--- config.mk ---
export PLATFORM = sky130hd
export DESIGN_NAME = shop_engine
export DESIGN_NICKNAME = d
export VERILOG_FILES = /design/src/rtl/shop_pkg.sv /design/src/rtl/shop_restock_timer.sv /design/src/rtl/shop_engine.sv
export SDC_FILE = /design/constraint.sdc
export NUM_CORES = 1
export LEC_CHECK = 0
export ABC_AREA = 1
export ABC_CLOCK_PERIOD_IN_PS = 9500
export CORE_MARGIN = 4
export CORE_UTILIZATION = 48
export DETAILED_ROUTE_END_ITERATION = 12
export HOLD_SLACK_MARGIN = 0.02
export PLACE_DENSITY = 0.71
export SLEW_MARGIN = 20
export SYNTH_ARGS = -nofsm -noshare
export SYNTH_HDL_FRONTEND = slang
export SYNTH_HIERARCHICAL = 1
export SYNTH_SLANG_ARGS = --single-unit
export TNS_END_PERCENT = 100
--- constraint.sdc ---
create_clock -name clk -period 9.5 [get_ports clk]
set_clock_uncertainty 0.05 [all_clocks]
set_input_delay 0.95 -clock clk [delete_from_list [all_inputs] [get_ports clk]]
set_output_delay 0.95 -clock clk [all_outputs]
set_load 0.01 [all_outputs]
--- src/rtl/shop_pkg.sv ---
// Shared definitions for the shop engine: response status codes and FSM state type.
package shop_pkg;

    // Response status encoding carried on resp_status.
    localparam logic [1:0] ST_SUCCESS        = 2'd0;
    localparam logic [1:0] ST_ERR_INVALID    = 2'd1;
    localparam logic [1:0] ST_ERR_CREDIT     = 2'd2;
    localparam logic [1:0] ST_ERR_OUT_STOCK  = 2'd3;

    // Transaction sequencing: accept in IDLE, compute discount in CALC, respond in COMMIT.
    typedef enum logic [1:0] {
        S_IDLE   = 2'd0,
        S_CALC   = 2'd1,
        S_COMMIT = 2'd2
    } state_t;

endpackage

--- src/rtl/shop_restock_timer.sv ---
// Free-running restock timer: pulses tick for one cycle every RESTOCK_PERIOD cycles.
module shop_restock_timer #(
    parameter int RESTOCK_PERIOD = 64
) (
    input  logic clk,
    input  logic rst_n,
    output logic tick
);

    localparam int CNT_W = (RESTOCK_PERIOD > 2) ? $clog2(RESTOCK_PERIOD) : 1;
    localparam logic [CNT_W-1:0] LAST = CNT_W'(RESTOCK_PERIOD - 1);

    logic [CNT_W-1:0] count;

    // Count 0..RESTOCK_PERIOD-1 and wrap; the wrap cycle is the tick.
    always_ff @(posedge clk) begin
        // NOTE: registers are assigned with <= so every flop in the design samples pre-edge values.
        if (!rst_n) begin
            count <= '0;
        end else if (count == LAST) begin
            count <= '0;
        end else begin
            count <= count + CNT_W'(1);
        end
    end

    assign tick = (count == LAST);

endmodule

--- src/rtl/shop_engine.sv ---
// Shop transaction engine: accepts a purchase, applies a percent discount multiplier,
// checks validity, credit and stock, then responds and updates per-item stock.
module shop_engine
    import shop_pkg::*;
#(
    parameter int N_ITEMS        = 5,
    parameter int CREDIT_W       = 10,
    parameter int STOCK_W        = 4,
    parameter int STOCK_INIT     = 5,
    parameter int STOCK_MAX      = 9,
    parameter int RESTOCK_PERIOD = 64,
    parameter int DISC_W         = 7
) (
    input  logic                                           clk,
    input  logic                                           rst_n,
    input  logic                                           buy_valid,
    output logic                                           buy_ready,
    input  logic [((N_ITEMS > 1) ? $clog2(N_ITEMS) : 1)-1:0] action_number,
    input  logic [CREDIT_W-1:0]                            credit_in,
    input  logic [DISC_W-1:0]                              discount_mult,
    input  logic [N_ITEMS*CREDIT_W-1:0]                    prices_flat,
    output logic                                           resp_valid,
    output logic [1:0]                                     resp_status,
    output logic [CREDIT_W-1:0]                            credit_out,
    output logic [N_ITEMS-1:0]                             grant_onehot,
    output logic [N_ITEMS*STOCK_W-1:0]                     stock_flat
);

    localparam int AW = (N_ITEMS > 1) ? $clog2(N_ITEMS) : 1;
    localparam int PW = CREDIT_W + DISC_W;
    localparam logic [STOCK_W-1:0]  STOCK_INIT_V = STOCK_W'(STOCK_INIT);
    localparam logic [STOCK_W-1:0]  STOCK_MAX_V  = STOCK_W'(STOCK_MAX);
    localparam logic [CREDIT_W-1:0] CREDIT_SAT   = '1;

    state_t state;

    // Captured transaction (stable while CALC/COMMIT run, whatever the inputs do)
    logic [AW-1:0]       act_q;
    logic [CREDIT_W-1:0] credit_q;
    logic [DISC_W-1:0]   mult_q;
    logic [CREDIT_W-1:0] price_q;
    logic [CREDIT_W-1:0] disc_q;

    logic [CREDIT_W-1:0] price_sel;
    logic [PW-1:0]       prod;
    logic [PW-1:0]       quot;
    logic [CREDIT_W-1:0] disc_c;

    logic [N_ITEMS-1:0]  item_hit;
    logic [STOCK_W-1:0]  stock_sel;
    logic [1:0]          status_c;
    logic                commit_ok;

    logic                tick;
    logic [N_ITEMS-1:0]  stock_inc;
    logic [N_ITEMS-1:0]  stock_dec;
    logic [STOCK_W-1:0]  stock [N_ITEMS];

    shop_restock_timer #(
        .RESTOCK_PERIOD(RESTOCK_PERIOD)
    ) u_restock_timer (
        .clk  (clk),
        .rst_n(rst_n),
        .tick (tick)
    );

    assign buy_ready = (state == S_IDLE);

    // Price lookup for the requested item; out-of-range actions read as zero.
    always_comb begin
        // NOTE: every combinational output gets a default first so no path leaves it unassigned (no latch).
        price_sel = '0;
        for (int i = 0; i < N_ITEMS; i++) begin
            if (action_number == AW'(i)) begin
                price_sel = prices_flat[i*CREDIT_W +: CREDIT_W];
            end
        end
    end

    // Discount = floor(price * mult / 100), saturated to the credit range.
    assign prod   = PW'(price_q) * PW'(mult_q);
    assign quot   = prod / PW'(100);
    assign disc_c = (|quot[PW-1:CREDIT_W]) ? CREDIT_SAT : quot[CREDIT_W-1:0];

    // Decode the captured action into a one-hot hit and its current stock.
    always_comb begin
        item_hit  = '0;
        stock_sel = '0;
        for (int i = 0; i < N_ITEMS; i++) begin
            if (act_q == AW'(i)) begin
                item_hit[i] = 1'b1;
                stock_sel   = stock[i];
            end
        end
    end

    // Status priority: invalid action, then credit, then stock.
    always_comb begin
        status_c = ST_SUCCESS;
        if (item_hit == '0) begin
            status_c = ST_ERR_INVALID;
        end else if (credit_q < disc_q) begin
            status_c = ST_ERR_CREDIT;
        end else if (stock_sel == '0) begin
            status_c = ST_ERR_OUT_STOCK;
        end
    end

    assign commit_ok = (state == S_COMMIT) && (status_c == ST_SUCCESS);

    // Transaction sequencing with registered response outputs.
    always_ff @(posedge clk) begin
        if (!rst_n) begin
            state        <= S_IDLE;
            resp_valid   <= 1'b0;
            resp_status  <= ST_SUCCESS;
            credit_out   <= '0;
            grant_onehot <= '0;
        end else begin
            resp_valid   <= 1'b0;
            grant_onehot <= '0;
            case (state)
                S_IDLE: begin
                    if (buy_valid) begin
                        state <= S_CALC;
                    end
                end
                S_CALC: begin
                    state <= S_COMMIT;
                end
                S_COMMIT: begin
                    resp_valid  <= 1'b1;
                    resp_status <= status_c;
                    if (status_c == ST_SUCCESS) begin
                        credit_out   <= credit_q - disc_q;
                        grant_onehot <= item_hit;
                    end else begin
                        credit_out   <= credit_q;
                    end
                    state <= S_IDLE;
                end
                default: begin
                    state <= S_IDLE;
                end
            endcase
        end
    end

    // Capture request fields on acceptance and the discount in CALC.
    always_ff @(posedge clk) begin
        // NOTE: pure datapath holding registers need no reset; they are always written before being used.
        if (state == S_IDLE && buy_valid) begin
            act_q    <= action_number;
            credit_q <= credit_in;
            mult_q   <= discount_mult;
            price_q  <= price_sel;
        end
        if (state == S_CALC) begin
            disc_q <= disc_c;
        end
    end

    // Per-item restock increment and purchase decrement requests.
    always_comb begin
        stock_inc = '0;
        stock_dec = '0;
        for (int i = 0; i < N_ITEMS; i++) begin
            stock_inc[i] = tick && (stock[i] < STOCK_MAX_V);
            stock_dec[i] = commit_ok && item_hit[i];
        end
    end

    // Stock counters: a coincident increment and decrement cancel out.
    always_ff @(posedge clk) begin
        for (int i = 0; i < N_ITEMS; i++) begin
            // NOTE: this register array is architectural state visible on stock_flat, so it is reset.
            if (!rst_n) begin
                stock[i] <= STOCK_INIT_V;
            end else if (stock_inc[i] && !stock_dec[i]) begin
                stock[i] <= stock[i] + STOCK_W'(1);
            end else if (stock_dec[i] && !stock_inc[i]) begin
                stock[i] <= stock[i] - STOCK_W'(1);
            end
        end
    end

    // Flatten the stock array onto the output bus.
    always_comb begin
        stock_flat = '0;
        for (int i = 0; i < N_ITEMS; i++) begin
            stock_flat[i*STOCK_W +: STOCK_W] = stock[i];
        end
    end

endmodule

; Word-level counts from Yosys, hierarchy flattened
; Memory sizes are Yosys's and may differ from the RTL's.
; Cells that the tools add are included.
[word_totals]
mem_count = 1
reg_bits = 66
mem_bits_rw = 20
out_inout_bits = 39
input_bits = 73
word_cells = 164
[memory_table]
columns = name, words, word_bits, rd, rd_clocked_by_memory_dff, write_ports, line
row1 = stock, 5, 4, 5, 0, 5, shop_engine.sv:57  ; logic [STOCK_W-1:0] stock [N_ITEMS];
[op_classes]
n_reduce_logical = 41
mul = 1
bitwise_logic = 11
add_sub_neg = 12
muxes = 68
eq_ne = 12
div = 1
magnitude_cmp = 6
[op_table]
columns = cell, count
row1 = 10-bit 2-to-1 mux, 6
row2 = 4-bit 2-to-1 mux, 15
row3 = 1-bit 2-to-1 mux, 42
row4 = 1-bit logical AND, 22
row5 = 4-bit by 1-bit adder with 4-bit output (second input constant), 5
row6 = 4-bit < comparator (second input constant), 5
row7 = 4-bit by 1-bit subtractor with 4-bit output (second input constant), 5
row8 = 17-bit by 7-bit divider with 17-bit output (second input constant), 1
row9 = 10-bit by 7-bit multiplier with 17-bit output, 1
row10 = 3-bit by 2-bit equality test with 1-bit output (second input constant), 4
row11 = 1-bit logical NOT, 10
row12 = 10-bit < comparator, 1
row13 = 1-bit bitwise OR, 10
row14 = 10-bit subtractor, 1
row15 = 2-bit 2-to-1 mux, 4
row16 = 7-bit OR reduction, 1
row17 = 6-bit by 1-bit adder with 6-bit output (second input constant), 1
row18 = 3-bit by 1-bit equality test with 1-bit output (second input constant), 2
row19 = 3-bit equality test (second input constant), 2
row20 = 6-bit equality test (second input constant), 1
row21 = 3-bit logical NOT, 2
row22 = 5-bit logical NOT, 1
row23 = 2-bit logical NOT, 2
row24 = 4-bit logical NOT, 1
row25 = other kinds (7), 7

; Depth between registers and ports, before layout
[logic_depth]
depth_word = 20
ltp_mapped = 74
ltp_nobuf = 73

; Modules after synthesis
; The synthesis kept the hierarchy.
[by_module_without_submodules]
columns = module, instances, seq_area_each_um2, area_each_um2, cells_each
row1 = shop_engine, 1, 2202.1, 8176.6, 1169
row2 = shop_restock_timer, 1, 120.1, 269.0, 36

; Worst setup path after synthesis
; Ideal clock, no wire load.
[synth_timing]
path_type = register to register
startpoint = register mult_q[6]
endpoint = register disc_q[0] (data pin)
setup_time_ps = 253
slack_ps = 1597
arrival_ps = 7600
t_required_ps = 9197
path_stages_with_launch = 63
n_path_buf = 1
period_less_slack_ps = 7903
path_cell_list = edfxtp_1 > clkbuf_1 > nand2_1 > inv_1 > fa_1 > fa_1 > fa_1 > inv_1 > fa_1 > inv_1 > ha_1 > nand2_1 > inv_2 > nand2_1 > nand2_1 > a21oi_2 > nand2_1 > nand2_1 > [... 27 more ...] > nand2_2 > nand2_1 > nor2_2 > nand2_2 > nand2_4 > nand2_2 > nand2_1 > nand2_1 > o21ai_0 > nand2_1 > nor2_1 > nand2_1 > nand2_2 > nand2_2 > nand2_1 > nand2_1 > nor2_1 > nand2_1
[synth_between]
elab_chain_cells = 3
[synth_rtl]
columns = element, line
row1 = "start, declared", shop_engine.sv:40  ; logic [DISC_W-1:0] mult_q;
row2 = "start signal, assigned", shop_engine.sv:155  ; mult_q <= discount_mult;
row3 = 10-bit by 7-bit multiplier with 17-bit output (*), shop_engine.sv:81  ; assign prod = PW'(price_q) * PW'(mult_q);
row4 = 17-bit by 7-bit divider with 17-bit output (*), shop_engine.sv:82  ; assign quot = prod / PW'(100);
row5 = 7-bit OR reduction, shop_engine.sv:83  ; assign disc_c = (|quot[PW-1:CREDIT_W]) ? CREDIT_SAT : quot[CREDIT_W-1:0];
row6 = "end signal, assigned", shop_engine.sv:159  ; disc_q <= disc_c;
row7 = "end, declared", shop_engine.sv:42  ; logic [CREDIT_W-1:0] disc_q;
; Mark *: on every way between the ends. The rest lies on a longest branch, timed or not.
; A chain may end at the register's enable or synchronous reset.

; Worst setup path after layout
[layout_timing]
startpoint = register price_q[2]
endpoint = register disc_q[0] (data pin)
[layout_between]
elab_chain_cells = 3
[layout_rtl]
columns = element, line
row1 = "start, declared", shop_engine.sv:41  ; logic [CREDIT_W-1:0] price_q;
row2 = "start signal, assigned", shop_engine.sv:156  ; price_q <= price_sel;
row3 = 10-bit by 7-bit multiplier with 17-bit output (*), shop_engine.sv:81
row4 = 17-bit by 7-bit divider with 17-bit output (*), shop_engine.sv:82
row5 = 7-bit OR reduction, shop_engine.sv:83
; Marked as above.

==> out/metrics.cfg <==
[route]
viasPerCell = 4.965
vias = 7795
drc = 0
ant_nets = 0
routedWlPerCell_um = 12.50
wl_um = 19630
dr.pass1.iters = 5
drt-initial-drc-count = 484

[clock_tree]
hold_buffers = 0
cts_tree = done
clkTransAtPathRegs_ns = 0.06
cts_sinks = 86
numCtsBuffers = 9
insertion_delay_ns = 0.35
h-tree-depth = 3
clock_path_buffers = 2
cts_root_buf = clkbuf_16

[cells_and_area]
syn_to_final_growth_pct = 22.78
multiInputGateArea_um2 = 5164
diodes = 0
postLayoutCellArea_um2 = 10370
layout-drive-gt1-share_pct = 9.294
mostFrequentLayoutCell = nand2_1
final_cell_mix = 352 x nand2_1, 250 x inv_1, 111 x clkdlybuf4s50_1
final_cell_count_no_fill = 1570
final_net_count = 1510
num-fill-cells = 1617
ff_latch_area_um2 = 2322

[grt]
grt_pass1_vias = 7422
track_usage_pct = 20.05
antenna_found_initial = 0
grt_max_degree = 30
grt_first_pass_wirelength_um = 33360
grt-ovfl-total = 0

[worst_setup_path]
worst_ep_required_time_ns = 9.55
worstSetupStartpointType = register
crit_top_cell = nand2_1
path_class = reg -> reg
crit_path_end_kind = register
cp_max_fo = 6
critPathArrivalTime_ns = 8.80
slowest_delay_ns = 0.54
cp_slowest_cell = fa_1

[sta]
tightest_slew_ns = 1.002
period_share_pct = 92.08
maxSlewViolCount = 0
max_freq_mhz = 114.3
fin_ws_ns = 0.7522
hold_viol = 0
fin_crit_ns = 8.748
slew_headroom_pct = 32.84
setup_viol = 0

[synth]
synth_nets = 1375
syn_area_per_cell_um2 = 7.009
synth_edf_count = 60
syn_inst = 1205
syn-cell-area_um2 = 8446
synth_seq_cells = 86
ys.flop_type = edfxtp_1
ys_seq_area_share_pct = 27.50
synth_cell_types = 39
synth-async-reset-ratio_pct = 0
yosys_warnings = 6

[place]
gp_routability_congestion = 0.9161
dp.cells = 1529
portBuffers = 111
post_dp_cell_area_um2 = 9804
post-place-ws_ns = 0.6780
hpwl_um = 15660

[floorplanning]
die_w_um = 140.6
rows = 48
start_util_pct = 48.83
io_pins = 112
die_area_um2 = 19780
core_area_um2 = 17300
die_h_um = 140.6

[outcome]
outcome = finished, final reports clean

[worst_hold_path]
min-delay-path-class = reg -> reg

[flow_run]
cap_violations = 0

## sequential cells by signal, indices dropped and copies added (netlist names), 5 cells and up
name / cells
credit_out: 10
credit_q: 10
disc_q: 10
grant_onehot: 5
mult_q: 7
price_q: 10
stock: 20
u_restock_timer/count: 6
## area by class of cell
class,instances,share of cell area [%]
clock buffers,9,2.172
clock inverters,7,0.6998
inverters,264,9.556
multi-input cells,841,49.80
flip-flops and latches,86,22.39
well taps,225,2.715
repair buffers,138,12.67
## worst paths after layout
check	slack, ns	to	from	depth (start not counted)
max	0.75	disc_q[0]	price_q[2]	60
max reg2reg	0.75	disc_q[0]	price_q[2]	60
min	0.42	resp_status[1]	resp_status[1]	2
min reg2reg	0.42	resp_status[1]	resp_status[1]	2
## cell families (layout without fill, tap and decap cells)
group,count (synthesis),after routing,synth area share [%]
compound gates,113,113,7.467
xor+xnor,27,27,2.800
fa+ha+maj,97,97,18.01
buf+inv,278,418,12.37
flops,86,86,27.50
simple gates,604,604,31.85
## metrics by stage
stage	utilization (%)	hold slack, ns	setup TNS, ns
2_1_floorplan	-	0.3796	0
3_3_place_gp	56.68	0.3947	0
3_5_place_dp	56.68	0.4053	0
4_1_cts	58.41	0.4150	0
5_1_grt	59.95	0.4365	-0.04414
6_report	59.95	0.4159	0
## worst max-delay path, delay by kind of cell, from the launching register on
kind | cells | cell delay (ns)
and+or+nand+nor | 47 | 4.65
adders and majority gates | 5 | 2.43
DFF | 1 | 0.52
AOI/OAI and AO/OA | 3 | 0.45
buffers and inverters | 5 | 0.38
## cells in the mapped netlist (2+ instances only)
cell | count | area [um2]
dfxtp_1 | 26 | 520.5
nand4_2 | 3 | 37.54
fa_1 | 41 | 820.8
nor2_1 | 70 | 262.8
nand3b_1 | 5 | 37.54
inv_1 | 250 | 938.4
clkinv_1 | 2 | 7.510
xnor2_1 | 10 | 87.58
ha_1 | 56 | 700.7
nor3_1 | 12 | 60.06
o22ai_1 | 10 | 62.56
nand2_4 | 8 | 90.09
a21oi_1 | 46 | 230.2
clkbuf_1 | 13 | 48.80
nand2_1 | 355 | 1333
nand4_1 | 18 | 112.6
xor2_1 | 17 | 148.9
edfxtp_1 | 60 | 1802
inv_2 | 12 | 45.04
nor2_2 | 6 | 37.54
nand2_2 | 31 | 193.9
o21ai_1 | 2 | 10.01
o211ai_1 | 11 | 82.58
nand3_1 | 85 | 425.4
a31oi_1 | 2 | 12.51
nand3_2 | 7 | 70.07
o21ai_0 | 35 | 175.2
## timing repair
action	in CTS	in global routing
buffers inserted	0	25
endpoints found under the setup margin	0	1
gates resized for setup	0	16
endpoints found under the hold margin	0	0
## metal layers
metal  wire (um)  global-route usage (%)
met5           0                       0
met3         654                   2.205
met1        8853                   26.03
met2        9906                   36.16
met4         212                   4.233
Power is left out: the tool's default activity adds up to more than one toggle a clock period on the data nets, which glitch-free logic cannot reach.
